## src/rtl/ball_horizontal.sv

```systemverilog
// Ball horizontal motion: serve timer, paddle bounces, edge miss/bounce, and hvid window.
// Motion updates once per frame on v_end; hvid has one ce_pix of latency; there is no backpressure.
module ball_horizontal #(
    parameter logic [8:0] X_MIN        = 9'd82,
    parameter logic [8:0] X_MAX        = 9'd446,
    parameter logic [8:0] X_CENTER     = 9'd264,
    parameter logic [5:0] SERVE_FRAMES = 6'd32
) (
    input  logic       clk7_159,
    input  logic       reset,
    input  logic       ce_pix,
    input  logic [8:0] hcount,
    input  logic       v_end,
    input  logic       hit_l,
    input  logic       hit_r,
    input  logic       attract,
    output logic       hvid,
    output logic [8:0] ball_x,
    output logic       dir,
    output logic [1:0] speed,
    output logic       miss_l,
    output logic       miss_r,
    output logic       serving
);

    typedef enum logic {SERVE_WAIT, PLAY} state_t;

    state_t     state_q, state_d;
    logic [5:0] timer_q, timer_d;
    logic [8:0] ball_x_q, ball_x_d;
    logic       dir_q, dir_d;
    logic [3:0] hits_q, hits_d;
    logic       hvid_q, hvid_d;
    logic       miss_l_q, miss_l_d;
    logic       miss_r_q, miss_r_d;

    logic [3:0] hits_hit;
    logic       dir_hit;
    logic [1:0] step;
    logic [9:0] next_x;
    logic [9:0] left_limit;
    logic [9:0] win_off;

    function automatic logic [1:0] speed_of(input logic [3:0] h);
        if (h <= 4'd3)       return 2'd1;
        else if (h <= 4'd11) return 2'd2;
        else                 return 2'd3;
    endfunction

    always_comb begin
        state_d  = state_q;
        timer_d  = timer_q;
        ball_x_d = ball_x_q;
        dir_d    = dir_q;
        hits_d   = hits_q;
        hvid_d   = hvid_q;
        miss_l_d = 1'b0;
        miss_r_d = 1'b0;

        // Paddle hit resolved first so a same-cycle move uses the new dir and speed.
        hits_hit = hits_q;
        dir_hit  = dir_q;
        if (hit_l && !hit_r && !dir_q) begin
            dir_hit  = 1'b1;
            hits_hit = (hits_q == 4'd15) ? hits_q : hits_q + 4'd1;
        end else if (hit_r && !hit_l && dir_q) begin
            dir_hit  = 1'b0;
            hits_hit = (hits_q == 4'd15) ? hits_q : hits_q + 4'd1;
        end

        step       = speed_of(hits_hit);
        next_x     = dir_hit ? ({1'b0, ball_x_q} + {8'd0, step})
                             : ({1'b0, ball_x_q} - {8'd0, step});
        left_limit = {1'b0, X_MIN} + {8'd0, step};
        win_off    = {1'b0, hcount} - {1'b0, ball_x_q};

        if (ce_pix) begin
            hvid_d = (state_q == PLAY) && (win_off <= 10'd3);
            case (state_q)
                SERVE_WAIT: begin
                    if (v_end) begin
                        if (timer_q == SERVE_FRAMES - 6'd1) begin
                            state_d  = PLAY;
                            timer_d  = 6'd0;
                            ball_x_d = X_CENTER;
                            hits_d   = 4'd0;
                        end else begin
                            timer_d = timer_q + 6'd1;
                        end
                    end
                end
                PLAY: begin
                    dir_d  = dir_hit;
                    hits_d = hits_hit;
                    if (v_end) begin
                        if (dir_hit) begin
                            if (next_x > {1'b0, X_MAX}) begin
                                if (attract) begin
                                    ball_x_d = X_MAX;
                                    dir_d    = 1'b0;
                                end else begin
                                    miss_r_d = 1'b1;
                                    state_d  = SERVE_WAIT;
                                    timer_d  = 6'd0;
                                    dir_d    = 1'b1;
                                end
                            end else begin
                                ball_x_d = next_x[8:0];
                            end
                        end else begin
                            // Compare before subtracting so a small ball_x cannot wrap.
                            if ({1'b0, ball_x_q} < left_limit) begin
                                if (attract) begin
                                    ball_x_d = X_MIN;
                                    dir_d    = 1'b1;
                                end else begin
                                    miss_l_d = 1'b1;
                                    state_d  = SERVE_WAIT;
                                    timer_d  = 6'd0;
                                    dir_d    = 1'b0;
                                end
                            end else begin
                                ball_x_d = next_x[8:0];
                            end
                        end
                    end
                end
                default: state_d = SERVE_WAIT;
            endcase
        end
    end

    always_ff @(posedge clk7_159) begin
        if (reset) begin
            state_q  <= SERVE_WAIT;
            timer_q  <= 6'd0;
            ball_x_q <= X_CENTER;
            dir_q    <= 1'b1;
            hits_q   <= 4'd0;
            hvid_q   <= 1'b0;
            miss_l_q <= 1'b0;
            miss_r_q <= 1'b0;
        end else begin
            state_q  <= state_d;
            timer_q  <= timer_d;
            ball_x_q <= ball_x_d;
            dir_q    <= dir_d;
            hits_q   <= hits_d;
            hvid_q   <= hvid_d;
            miss_l_q <= miss_l_d;
            miss_r_q <= miss_r_d;
        end
    end

    assign hvid    = hvid_q;
    assign ball_x  = ball_x_q;
    assign dir     = dir_q;
    assign speed   = speed_of(hits_q);
    assign miss_l  = miss_l_q;
    assign miss_r  = miss_r_q;
    assign serving = (state_q == SERVE_WAIT);

endmodule

```

## config.mk

```make
export PLATFORM = sky130hd
export DESIGN_NAME = ball_horizontal
export DESIGN_NICKNAME = d
export VERILOG_FILES = /design/src/rtl/ball_horizontal.sv
export SDC_FILE = /design/constraint.sdc
export NUM_CORES = 1
export LEC_CHECK = 0
export BUFFER_PORTS_ARGS = -buffer_cell sky130_fd_sc_hd__buf_2
export CORE_ASPECT_RATIO = 1.25
export CORE_MARGIN = 2
export CORE_UTILIZATION = 30
export DETAILED_ROUTE_END_ITERATION = 8
export HOLD_SLACK_MARGIN = 0.05
export MAX_ROUTING_LAYER = met4
export PLACE_DENSITY = 0.44
export SLEW_MARGIN = 10
export SYNTH_ARGS = -nofsm -noshare
export SYNTH_HDL_FRONTEND = slang
export SYNTH_SLANG_ARGS = --single-unit
```

## constraint.sdc

```tcl
create_clock -name clk7_159 -period 6.25 [get_ports clk7_159]
set_input_delay 0.3125 -clock clk7_159 [delete_from_list [all_inputs] [get_ports clk7_159]]
set_output_delay 0.3125 -clock clk7_159 [all_outputs]
set_load 0.05 [all_outputs]
```

==> metrics.txt <==
Largest stage delay, worst path=0.43 ns; CP bufs+invs=3; Remaining Overflow, GRT=0; global-route usage over all layers=15.2%; Mapped Nets=300; hold path depth=3; final worst-path cycle share=72.1%; startpoint types=register; slowest CP cell=fa_1; clock skew=0.00950 ns; crit path cell chain=ha_1 -> a221oi_1 -> nand4_1 -> xnor2_1 -> inv_1 -> ha_1 -> inv_1 -> nor2_1 -> a21oi_1 -> inv_1 -> fa_1 -> and2b_1 -> o22ai_1 -> xnor2_1 -> nand4_1 -> a211oi_4 -> o21ai_1 -> a21oi_1 -> a21bo_2; core area=0.00693 mm2; Critical Path Fanout Max=5; Root Buffer=clkbuf_8; DRT Wirelength=5490 um; Peak VDD IR=0.0724 mV; Pwr Total=0.000350 W; placement-stage cell area=0.00238 mm2; drt first-iter violations=53; antenna violations before repair=0; Yosys reg bits=24; post-route ant nets=0; Mapped Cells=255; Worst R2R Setup Slack=1.74 ns; hold bufs inserted after CTS=0; Post-synth EDFFs=0; CTS tree=yes; Reg-to-Reg Start=hits_q[2]$_SDFFE_PP0P_; Post-CTS Resized=0; Worst setup EP type=register; H-tree Lvls=1; R2R cell count=19; # DRC=0; Worst EP arrival=4.68 ns; Tightest Hold Check Type=input pin to register; post-synth top area cell=dfxtp_1; # Post-CTS Setup Buffers=0; Worst path most repeated cell=inv_1; crit-path leading delay family=compound AO/OA/AOI/OAI gates; Pre-Repair DR Iteration Count=4; critical path data required time=6.42 ns; P&R area growth vs syn=15.1%; layout net count=332; Die Y=98.3 um; DP HPWL=4440 um; WHS=0.424 ns; CTS Sinks=24; Rel. slew slack=51.2%; number of global-route vias before repair=1,929; final instance area=0.00245 mm2; # rows=34; Synth top area share=22.5%; Area contributors post-synth=dfxtp_1 23%, ha_1 16%, inv_1 4.9%; DIE AREA=0.00780 mm2; Vias per Instance=5.10; Static Leak=0.997 nW; synthesis warning total=0; Hold Path Origin=ce_pix; largest net degree at the start of global routing=25; P per Cell Area=143 mW/mm2; Port Buffers=31; final core utilization=35.4%; Starting Density=30.7%; Avg Cell Area, Syn=8.36 um2; I/O pins=32; vias=1,917; Max-cap violations=0; routed length per instance=14.6 um; post-synthesis sequential area ratio=22.5%; # diodes=0; reg-to-reg critical path endpoint=ball_x[6]$_SDFFE_PP0P_; Tightest Pin Transition=0.726 ns; layout cells sized above 1=17.1%; RSZ-0062 raised after global routing=false; CTS clock-pin slew for the worst setup and hold paths=0.09 ns; Max Fclk=222 MHz; Slew Viols, Final=0; Hold Fails Final Rpt=0; Die W=79.4 um; share of flip-flops with an asynchronous set or reset=0%; synthesized area=0.00213 mm2; critical path class=register to register; Hold Path End=hits_q[3]$_SDFFE_PP0P_; clock latency on the worst-skew pair=0.28 ns; GP Congestion=0.828; prevailing post-synth register cell=dfxtp_1; clock buffer depth=2; TNS Setup=0 ns; status=finished, final reports clean; Final setup viols=0; CTS buffer count=3; first-pass GRT wire length=9210 um; Period minus WS final=4.51 ns; library cells used by synthesis=55
cells in the mapped netlist (6+ instances only):
cell type  instances
nand2_1           17
nor2b_1            6
ha_1              27
a21oi_1           11
dfxtp_1           24
a21o_1             6
xnor2_1            6
nor2_1            23
o21ai_0            6
xor2_1             6
nand2b_1           6
nor3_1             8
inv_1             28
per-layer routing:
metal / vias to the layer above / wire length [um] / GRT usage (%)
li1: 991 / - / -
met1: 887 / 2460 / 18.2
met2: 32 / 2770 / 27.3
met3: 7 / 187 / 1.29
met4: 0 / 72 / 3.58
met5: - / 0 / -
final cells by class:
type / count / area [um2]
inverters: 28 / 105
fillers: 736 / 4480
well taps: 90 / 113
multi-input cells: 199 / 1530
repair buffers: 31 / 155
clock inverters: 1 / 30.0
clock buffers: 3 / 41.3
flip-flops and latches: 24 / 480
cells in the final DEF, fill, tap and decap left out, drive strengths merged, types with 6 or more instances in the layout:
master,n
inv,28
o211ai,6
xor2,6
nor3,8
nor2b,6
a21o,6
nor2,23
xnor2,7
buf,31
dfxtp,24
ha,27
a21oi,14
o21ai,8
nand2b,7
nand2,17
power breakdown:
part           total (W)  leakage (nW)  internal, W  switching [W]
combinational  0.0000544         0.767    0.0000229      0.0000315
sequential      0.000154         0.194     0.000154    0.000000851
clock           0.000141        0.0357    0.0000858      0.0000552
total           0.000350         0.997     0.000262      0.0000876
flip-flops by register name (all words and copies together), names as in the netlist:
signal and count:
ball_x 9, timer_q 6, hits_q 4, dir 1, hvid 1, miss_l 1
miss_r 1, state_q 1
cell families after synthesis:
logic type | synth area share [%]
AOI/OAI and AO/OA | 25.6
adders and majority gates | 17.7
and+or+nand+nor | 19.2
DFF | 22.5
buffers and inverters | 5.69
muxes | 3.46
xor gates and xnor gates | 5.69
stage by stage:
step	worst slack (ns)	cells
2_1_floorplan	2.18	255
3_3_place_gp	1.72	372
3_5_place_dp	1.74	372
4_1_cts	1.70	376
5_1_grt	1.24	376
6_report	1.74	376
worst max-delay path by stage:
stage | start | to | slack, ns | cells past startpoint
after floorplan | dir$_SDFFE_PP1P_ | ball_x[6]$_SDFFE_PP0P_ | 2.18 | 18
after global placement | hits_q[0]$_SDFFE_PP0P_ | ball_x[6]$_SDFFE_PP0P_ | 1.72 | 18
after detailed placement | hit_r | timer_q[4]$_SDFFE_PP0P_ | 1.74 | 20
after CTS | hits_q[2]$_SDFFE_PP0P_ | ball_x[6]$_SDFFE_PP0P_ | 1.70 | 18
after global routing | hits_q[0]$_SDFFE_PP0P_ | ball_x[6]$_SDFFE_PP0P_ | 1.24 | 19
final | hits_q[2]$_SDFFE_PP0P_ | ball_x[6]$_SDFFE_PP0P_ | 1.74 | 19
tightest hold or removal path: cells and delay by family:
kind            cells  cell delay (ns)
buf+inv             1             0.16
compound gates      1             0.11
simple gates        1             0.08
Note: power is estimated with default switching activity, not from simulation.
